`src/rtl/div_seq_pkg.sv`:
```
// Purpose: shared constants and helpers for the sequential divider and its EX-stage user.
// Latency: n/a (declarations only).
// Backpressure: n/a.
package div_seq_pkg;

  // Divider FSM encodings
  localparam logic [1:0] DIV_FREE    = 2'b00;
  localparam logic [1:0] DIV_BY_ZERO = 2'b01;
  localparam logic [1:0] DIV_ON      = 2'b10;
  localparam logic [1:0] DIV_END     = 2'b11;

  // Result handshake levels seen by EX
  localparam logic DIV_RESULT_READY     = 1'b1;
  localparam logic DIV_RESULT_NOT_READY = 1'b0;

  // Request levels driven by EX
  localparam logic DIV_START = 1'b1;
  localparam logic DIV_STOP  = 1'b0;

  // ALU op codes that route an instruction to the divider
  localparam logic [7:0] EXE_DIV_OP  = 8'b0001_1010;
  localparam logic [7:0] EXE_DIVU_OP = 8'b0001_1011;

  // Iteration counter value on the edge that performs the 32nd (final) step
  localparam logic [5:0] DIV_LAST_CNT = 6'd31;

  // Two's complement negate when en is set, pass-through otherwise
  function automatic logic [31:0] neg_if(input logic [31:0] v, input logic en);
    return en ? (~v + 32'd1) : v;
  endfunction

endpackage

```
`src/rtl/div_seq_if.sv`:
```
// Purpose: request/result bundle between the EX stage (master) and the divider (slave).
// Latency: n/a (wiring only).
// Backpressure: EX holds start_i until ready_o; busy_o is the stall request.
interface div_seq_if;

  logic        signed_div_i;
  logic [31:0] opdata1_i;
  logic [31:0] opdata2_i;
  logic        start_i;
  logic        annul_i;
  logic [63:0] result_o;
  logic        ready_o;
  logic        busy_o;

  // EX side: issues the operation and consumes the result
  modport master (
    output signed_div_i, opdata1_i, opdata2_i, start_i, annul_i,
    input  result_o, ready_o, busy_o
  );

  // Divider side
  modport slave (
    input  signed_div_i, opdata1_i, opdata2_i, start_i, annul_i,
    output result_o, ready_o, busy_o
  );

endinterface

```
`src/rtl/div_seq.sv`:
```
// Purpose: 32-bit signed/unsigned restoring divider, one quotient bit per clock, {rem, quo} out.
// Latency: ready_o 33 edges after accept (2 edges for a zero divisor), no early exit.
// Backpressure: result held while start_i stays high; busy_o stalls EX; annul_i aborts in flight.
module div_seq
  import div_seq_pkg::*;
(
  input  logic      clk,
  input  logic      rst,
  div_seq_if.slave  div
);

  logic [1:0]  state;
  logic [5:0]  cnt;
  // [64:32] running remainder, [31:0] dividend bits shifting out / quotient bits shifting in.
  // After the final step the corrected {1'b0, rem, quo} is parked here until END releases it.
  logic [64:0] partial;
  logic [31:0] divisor;
  logic        quo_neg;
  logic        rem_neg;
  logic [63:0] result_q;
  logic        ready_q;

  // Operand magnitudes taken at accept
  logic        op1_neg;
  logic        op2_neg;
  logic [31:0] op1_abs;
  logic [31:0] op2_abs;

  // One restoring iteration
  logic [33:0] diff;
  logic [64:0] step_next;
  logic [31:0] quo_fix;
  logic [31:0] rem_fix;

  // Magnitude of each operand; unsigned mode leaves them untouched
  always_comb begin
    op1_neg = div.signed_div_i & div.opdata1_i[31];
    op2_neg = div.signed_div_i & div.opdata2_i[31];
    op1_abs = neg_if(div.opdata1_i, op1_neg);
    op2_abs = neg_if(div.opdata2_i, op2_neg);
  end

  // Shift-subtract step; the remainder always stays below the divisor so partial[64]
  // is zero and partial[64:31] is exactly the shifted-up remainder with a spare borrow bit.
  always_comb begin
    diff = partial[64:31] - {2'b00, divisor};
    if (diff[33]) begin
      step_next = {partial[63:0], 1'b0};
    end else begin
      step_next = {diff[32:0], partial[30:0], 1'b1};
    end
    quo_fix = neg_if(step_next[31:0],  quo_neg);
    rem_fix = neg_if(step_next[63:32], rem_neg);
  end

  // Divider FSM, iteration datapath and registered result
  always_ff @(posedge clk) begin
    if (rst) begin
      state    <= DIV_FREE;
      cnt      <= 6'd0;
      partial  <= 65'd0;
      divisor  <= 32'd0;
      quo_neg  <= 1'b0;
      rem_neg  <= 1'b0;
      result_q <= 64'd0;
      ready_q  <= DIV_RESULT_NOT_READY;
    end else begin
      // Outputs are zero everywhere except while END holds a result for EX
      result_q <= 64'd0;
      ready_q  <= DIV_RESULT_NOT_READY;
      case (state)
        DIV_FREE: begin
          if (div.start_i == DIV_START && !div.annul_i) begin
            if (div.opdata2_i == 32'd0) begin
              state <= DIV_BY_ZERO;
            end else begin
              state   <= DIV_ON;
              cnt     <= 6'd0;
              partial <= {33'd0, op1_abs};
              divisor <= op2_abs;
              quo_neg <= op1_neg ^ op2_neg;
              rem_neg <= op1_neg;
            end
          end
        end
        DIV_BY_ZERO: begin
          if (div.annul_i) begin
            state <= DIV_FREE;
          end else begin
            state   <= DIV_END;
            partial <= 65'd0;
          end
        end
        DIV_ON: begin
          if (div.annul_i) begin
            state   <= DIV_FREE;
            cnt     <= 6'd0;
            partial <= 65'd0;
          end else if (cnt == DIV_LAST_CNT) begin
            state   <= DIV_END;
            cnt     <= 6'd0;
            partial <= {1'b0, rem_fix, quo_fix};
          end else begin
            cnt     <= cnt + 6'd1;
            partial <= step_next;
          end
        end
        default: begin
          // END: annul has no effect once the result is complete
          if (div.start_i == DIV_START) begin
            result_q <= partial[63:0];
            ready_q  <= DIV_RESULT_READY;
          end else begin
            state   <= DIV_FREE;
            partial <= 65'd0;
          end
        end
      endcase
    end
  end

  assign div.result_o = result_q;
  assign div.ready_o  = ready_q;
  assign div.busy_o   = (state == DIV_BY_ZERO) || (state == DIV_ON);

endmodule

```
`src/flat_wrapper.sv`:
```
// flat-port wrapper written by rule: the top's interface ports become plain ports
module div_seq_flat import div_seq_pkg::*;
  (clk, rst, div_signed_div_i, div_opdata1_i, div_opdata2_i, div_start_i, div_annul_i, div_result_o, div_ready_o, div_busy_o);
  div_seq_if div_i ();
  input  logic clk;
  input  logic rst;
  input wire logic [$bits(div_i.signed_div_i)-1:0] div_signed_div_i;
  input wire logic [$bits(div_i.opdata1_i)-1:0] div_opdata1_i;
  input wire logic [$bits(div_i.opdata2_i)-1:0] div_opdata2_i;
  input wire logic [$bits(div_i.start_i)-1:0] div_start_i;
  input wire logic [$bits(div_i.annul_i)-1:0] div_annul_i;
  output wire logic [$bits(div_i.result_o)-1:0] div_result_o;
  output wire logic [$bits(div_i.ready_o)-1:0] div_ready_o;
  output wire logic [$bits(div_i.busy_o)-1:0] div_busy_o;
  assign div_i.signed_div_i = div_signed_div_i;
  assign div_i.opdata1_i = div_opdata1_i;
  assign div_i.opdata2_i = div_opdata2_i;
  assign div_i.start_i = div_start_i;
  assign div_i.annul_i = div_annul_i;
  assign div_result_o = div_i.result_o;
  assign div_ready_o = div_i.ready_o;
  assign div_busy_o = div_i.busy_o;
  div_seq u_core (.clk(clk), .rst(rst), .div(div_i));
endmodule
```
`config.mk`:
```
export PLATFORM = sky130hd
export DESIGN_NAME = div_seq_flat
export DESIGN_NICKNAME = d
export VERILOG_FILES = /design/src/rtl/div_seq_pkg.sv /design/src/rtl/div_seq_if.sv /design/src/rtl/div_seq.sv /design/src/flat_wrapper.sv
export SDC_FILE = /design/constraint.sdc
export NUM_CORES = 1
export LEC_CHECK = 0
export CAP_MARGIN = 40
export CORE_MARGIN = 3
export CORE_UTILIZATION = 55
export DETAILED_ROUTE_END_ITERATION = 6
export PLACE_DENSITY = 0.87
export RECOVER_POWER = 25
export SYNTH_ARGS = -nofsm -noshare
export SYNTH_HDL_FRONTEND = slang
export SYNTH_SLANG_ARGS = --single-unit
```
`constraint.sdc`:
```
create_clock -name clk -period 11.26 [get_ports clk]
set_input_delay 1.126 -clock clk [delete_from_list [all_inputs] [get_ports clk]]
set_output_delay 1.126 -clock clk [all_outputs]
set_load 0.02 [all_outputs]
```
==> results of run 1 <==
[report_power, final]
group	switching (W)	internal, W
Clock	0.000255	0.000295
Sequential	0.0000367	0.000654
Combinational	0.000456	0.000259
Total	0.000748	0.00121
[sequential cells by signal, summed over array words and instances, names as in the netlist]
signal	cells
u_core.partial	65
u_core.div.result_o	64
u_core.divisor	32
u_core.cnt	6
u_core.state	2
u_core.div.ready_o	1
u_core.quo_neg	1
u_core.rem_neg	1
[critical path, cell delays in order]
cell and delay, ps:
clkbuf_1 100, clkbuf_1 2620, nor3_1 820, nand2_1 650, buf_4 350, nor3_1 80
mux2_2 290, nand4b_1 160
[worst max path at each step]
| stage | start | to | slack, ps |
|---|---|---|---|
| after floorplan | u_core.partial[53]$_SDFFE_PP0P_ | u_core.partial[52]$_SDFFE_PP0P_ | 6980 |
| after global placement | div_opdata2_i[19] | u_core.partial[63]$_SDFFE_PP0P_ | 5590 |
| after detailed placement | div_opdata2_i[19] | u_core.partial[63]$_SDFFE_PP0P_ | 5500 |
| after CTS | div_opdata2_i[19] | u_core.partial[63]$_SDFFE_PP0P_ | 5950 |
| after global routing | rst | u_core.partial[63]$_SDFFE_PP0P_ | 4910 |
| final | rst | u_core.partial[63]$_SDFFE_PP0P_ | 5360 |
[area by class of cell]
type / instances / area, um^2
Tap cell: 265 / 332
Inverter: 60 / 228
Clock buffer: 20 / 457
Sequential cell: 172 / 3440
Fill cell: 1640 / 6540
Timing Repair Buffer: 144 / 1430
Multi-Input combinational cell: 1120 / 7270
Clock inverter: 12 / 87.6
[cell families after synthesis]
| logic type | synth area share, % |
|---|---|
| buffers and inverters | 4.60 |
| multiplexers | 2.79 |
| XOR/XNOR | 11.2 |
| flip-flops | 30.7 |
| AND/OR/NAND/NOR | 22.4 |
| adder cells (fa/ha/maj) | 4.75 |
| AO/OA/AOI/OAI | 23.6 |
[Yosys cell counts, types with 19 or more instances]
cell type,number,share of area [%]
o31ai_1,19,1.3
nand3_1,19,0.85
o21ai_0,66,2.9
dfxtp_1,172,31
mux2i_1,29,2.6
and2_1,71,4.0
xnor2_1,63,4.9
nand2_1,104,3.5
clkbuf_1,48,1.6
ha_1,41,4.6
a211oi_1,40,2.7
nor4_1,27,1.5
nor3_1,40,1.8
xor2_1,80,6.2
o21ai_1,20,0.89
a22oi_1,32,2.1
a31oi_1,22,1.2
inv_1,59,2.0
a21oi_1,91,4.1
nor2_1,150,5.0
o22ai_1,27,1.5
[per-layer routing]
metal | vias to the layer above | GRT usage [%] | share of wire, %
met3 | 60 | 4.31 | 9.6
met5 | - | 0 | 0
li1 | 5308 | - | -
met4 | 0 | 7.83 | 2.0
met1 | 5054 | 40.2 | 45
met2 | 583 | 42.1 | 43
[metrics by stage]
stage / cell area, um^2 / worst slack [ps] / std cells / util (%) / hold WS, ps
2_1_floorplan: 11200 / 6980 / 1424 / - / 432
3_3_place_gp: 12700 / 5590 / 1760 / 64.1 / 442
3_5_place_dp: 12700 / 5500 / 1761 / 64.2 / 461
4_1_cts: 13200 / 5950 / 1793 / 67.0 / 472
5_1_grt: 13200 / 4910 / 1793 / 67.0 / 477
6_report: 13200 / 5360 / 1793 / 67.0 / 471
==> impl_metrics.yaml, run 1 <==
run_status:
  status: "finished, violations left"
  violations: "max-capacitance violations, max-slew violations"
pwr:
  power_w: 0.00196
  peakVddDrop_mv: 0.125
  powerDensity_nw_per_um2: 148
  p_leak_nw: 5.17
yosys:
  ys_async_sr_fraction_pct: 0
  postSynthCellCount: 1424
  avgSynthCellArea_um2: 7.88
  synth_area_um2: 11200
  syn_nets: 1535
  yosysWarnings: 0
  synth-seq-area-share_pct: 30.7
  synth_edf_count: 0
  ys_types: 77
  synth_top_flop_cell: "dfxtp_1"
  ys_seq_elements: 172
global_route:
  grt_pass1_vias: 9960
  gr-total-overflow: 0
  antenna_found_initial: 0
  grt_max_degree: 83
  grt_usage_pct: 27.5
  grt_pass1_wl_um: 50200
critical_path:
  worstPathRequired_ps: 11570
  arrival_ps: 6210
  r2r_cells: 17
  r2r-end: "u_core.partial[58]$_SDFFE_PP0P_"
  cp_max_fo: 82
  setup.worst_path.class: "primary input to register"
  crit-reg2reg-launch: "u_core.partial[57]$_SDFFE_PP0P_"
  startpoint_type: "primary input"
  r2r_slack_ps: 5890
  cp-end-kind: "register"
sta:
  setup_viol: 0
  slew_headroom_pct: -147
  setup_tns_ps: 0
  rsz0062_at_grt: "false"
  max_slew.worst_pin.slew_ps: 3710
  final.period_utilization_pct: 52.4
  fin_crit_ps: 5900
  drv_slew: 83
  fmax_ghz: 0.169
  finClkSkew_ps: 17.5
  finalHoldViolCount: 0
floorplan:
  start_util_pct: 56.7
  pin_count: 135
  design.die.area_um2: 22200
  die_w_um: 149
  die_h_um: 149
  rows: 51
  core-area_um2: 19800
drt:
  drc: 0
  drt_iter0_drc: 1321
  firstDrtPassIters: 6
  vias_per_cell: 6.14
  wl_per_cell_um: 17.2
  wl_um: 30800
  via_count: 11005
  ant_nets: 0
cells_and_area:
  layout-drive-gt1-share_pct: 4.38
  fin_nets: 1626
  num_antenna_cells: 0
  area_growth_pct: 18.0
  final_cell_mix: "dfxtp_1, nor2_1, nand2_1"
  final_common_cell: "dfxtp_1"
job:
  cap_violations: 1
clocking:
  cts.path.max_buffers: 2
  cts.sinks: 172
  clock_latency_ps: 440
  cts_resized: 0
  cts_tree: "done"
  root_buffer: "clkbuf_16"
  htree_levels: 4
  cts_buffers: 17
  postCtsSetupBuffers: 0
  path_clk_slew_ps: 70
  cts_hold_buf: 0
hold_path:
  hold_depth: 2
  hold_class: "register to register"
  hp-start: "u_core.divisor[31]$_SDFFE_PP0P_"
  whs_endpoint: "u_core.divisor[31]$_SDFFE_PP0P_"
placement:
  port_buffers: 134
  place.gp.congestion: 0.928
  dp_hpwl_um: 23200
Power figures use the tool's default switching activity.
==> run 2, diff against run 1 <==
--- a/config.mk
+++ b/config.mk
@@ -7,9 +7,9 @@
 export LEC_CHECK = 0
 export CAP_MARGIN = 40
 export CORE_MARGIN = 3
-export CORE_UTILIZATION = 55
+export CORE_UTILIZATION = 52
 export DETAILED_ROUTE_END_ITERATION = 6
-export PLACE_DENSITY = 0.87
+export PLACE_DENSITY = 0.86
 export RECOVER_POWER = 25
 export SYNTH_ARGS = -nofsm -noshare
 export SYNTH_HDL_FRONTEND = slang
==> constraint.sdc (replaced) <==
create_clock -name clk -period 5.1 [get_ports clk]
set_input_delay 0.51 -clock clk [delete_from_list [all_inputs] [get_ports clk]]
set_output_delay 0.51 -clock clk [all_outputs]
set_load 0.02 [all_outputs]
==> impl_metrics.yaml, run 2 (synthesis results as in run 1) <==
critical_path:
  max_stage_delay_ps: 530
  setup.worst_path.class: "register to register"
  critPathSlowestCell: "a2111oi_4"
  critPathTopFamily: "compound AO/OA/AOI/OAI gates"
  arrival_ps: 5050
  worstPathCellList: "ha_1, a21oi_1, o21ai_0, a211oi_2, o21ai_1, o31a_1, nor2_8, inv_4, a21oi_1, ha_1, nand4_1, nor3_1, mux2i_1, a2111oi_4, a31oi_1, xor2_1, o21ai_1"
  path_buf_inv: 1
  startpoint_type: "register"
  cp_max_fo: 13
  worstPathRequired_ps: 5430
  cp-end-kind: "register"
global_route:
  grt_max_degree: 54
  antenna_found_initial: 0
  grt_pass1_wl_um: 53500
  grt_usage_pct: 27.4
  gr-total-overflow: 0
  grt_pass1_vias: 10257
clocking:
  cts_buffers: 17
  root_buffer: "clkbuf_16"
  htree_levels: 4
  cts_tree: "done"
  cts_hold_buf: 0
  path_clk_slew_ps: 70
  clock_latency_ps: 440
  postCtsSetupBuffers: 0
  cts.path.max_buffers: 2
  cts_resized: 0
  cts.sinks: 172
placement:
  place_inst: 1778
  dp_hpwl_um: 24500
  place.gp.congestion: 0.947
  port_buffers: 134
drt:
  wl_um: 33000
  wl_met2_um: 14600
  ant_nets: 0
  drt_iter0_drc: 1459
  drc: 0
  wl_per_cell_um: 18.2
  firstDrtPassIters: 6
  via_count: 11105
  drt-met1-wl_um: 14400
  dr.max_layer_used: "met4"
  vias_per_cell: 6.14
  wl_met3_um: 3350
sta:
  fmax_ghz: 0.212
  rsz0062_at_grt: "false"
  finClkSkew_ps: 15.3
  setup_viol: 0
  drv_slew: 0
  setup_tns_ps: 0
  whs_ps: 454
  fin_crit_ps: 4720
  slew_headroom_pct: 44.3
  finalHoldViolCount: 0
  final.period_utilization_pct: 92.5
  max_slew.worst_pin.slew_ps: 834
pwr:
  p_leak_nw: 5.25
  powerDensity_nw_per_um2: 339
  peakVddDrop_mv: 0.248
cells_and_area:
  num_antenna_cells: 0
  top_register: "u_core.partial"
  layout.cells.non_filler: 1809
  final_common_cell: "dfxtp_1"
  area_growth_pct: 19.2
  final_cell_mix: "dfxtp_1, nor2_1, nand2_1"
  layout-drive-gt1-share_pct: 4.95
  largest_reg_flops: 65
  fin_nets: 1633
job:
  cap_violations: 0
run_status:
  status: "finished, final reports clean"
floorplan:
  die_w_um: 153
  start_util_pct: 53.2
  design.die.area_um2: 23400
  core-area_um2: 21100
  pin_count: 135
  die_h_um: 153
  rows: 53
hold_path:
  hold_class: "register to register"
[run 2: changes by cell type in the layout (fill, tap and decap cells not counted), moves of 3 or more]
cell,delta
clkinv_2,-3
buf_4,+6
bufinv_16,+3
clkbuf_1,-3
[run 2: worst paths after layout]
kind / start / end / slack, ps / cells after the start
max: u_core.partial[57]$_SDFFE_PP0P_ / u_core.partial[60]$_SDFFE_PP0P_ / 380 / 17
min: u_core.divisor[31]$_SDFFE_PP0P_ / u_core.divisor[31]$_SDFFE_PP0P_ / 450 / 2
max reg2reg: u_core.partial[57]$_SDFFE_PP0P_ / u_core.partial[60]$_SDFFE_PP0P_ / 380 / 17
min reg2reg: u_core.divisor[31]$_SDFFE_PP0P_ / u_core.divisor[31]$_SDFFE_PP0P_ / 450 / 2
[run 2: power breakdown]
group / leakage (nW) / internal (W) / switching, W
Clock: 0.302 / 0.000797 / 0.000612
Combinational: 3.55 / 0.000568 / 0.00103
Sequential: 1.40 / 0.00144 / 0.0000811
[run 2: final cells by class]
class                      count  area (um^2)
inverter                      60          228
timing repair buffer         151         1480
clock buffer                  18          439
clock inverter                13          178
tap                          275          344
sequential                   172         3440
multi-input combinational   1120         7270
fill                        1823         7710
[run 2: layer usage]
metal | track usage (%) | vias up
met5 | 0 | -
met4 | 6.79 | 0
met1 | 39.1 | 5125
li1 | - | 5315
met2 | 42.8 | 581
met3 | 5.52 | 84
[run 2: worst reg2reg max path, delay by kind of cell, from the launching register on]
| family | cells | cell delay [ps] |
|---|---|---|
| AOI/OAI and AO/OA | 9 | 2330 |
| adders and majority gates | 2 | 770 |
| and+or+nand+nor | 3 | 580 |
| DFF | 1 | 440 |
| muxes | 1 | 220 |
| xor gates and xnor gates | 1 | 210 |
| buffers and inverters | 1 | 70 |
[run 2: metrics by stage]
step,util (%),cell area (um^2),worst slack (ps),power (W)
after floorplan,-,11200,817,0.00266
after global placement,60.4,12700,512,0.00305
after detailed placement,60.5,12800,465,0.00309
after CTS,63.5,13400,414,0.00449
after global routing,63.5,13400,7.85,0.00475
final,63.5,13400,380,0.00453
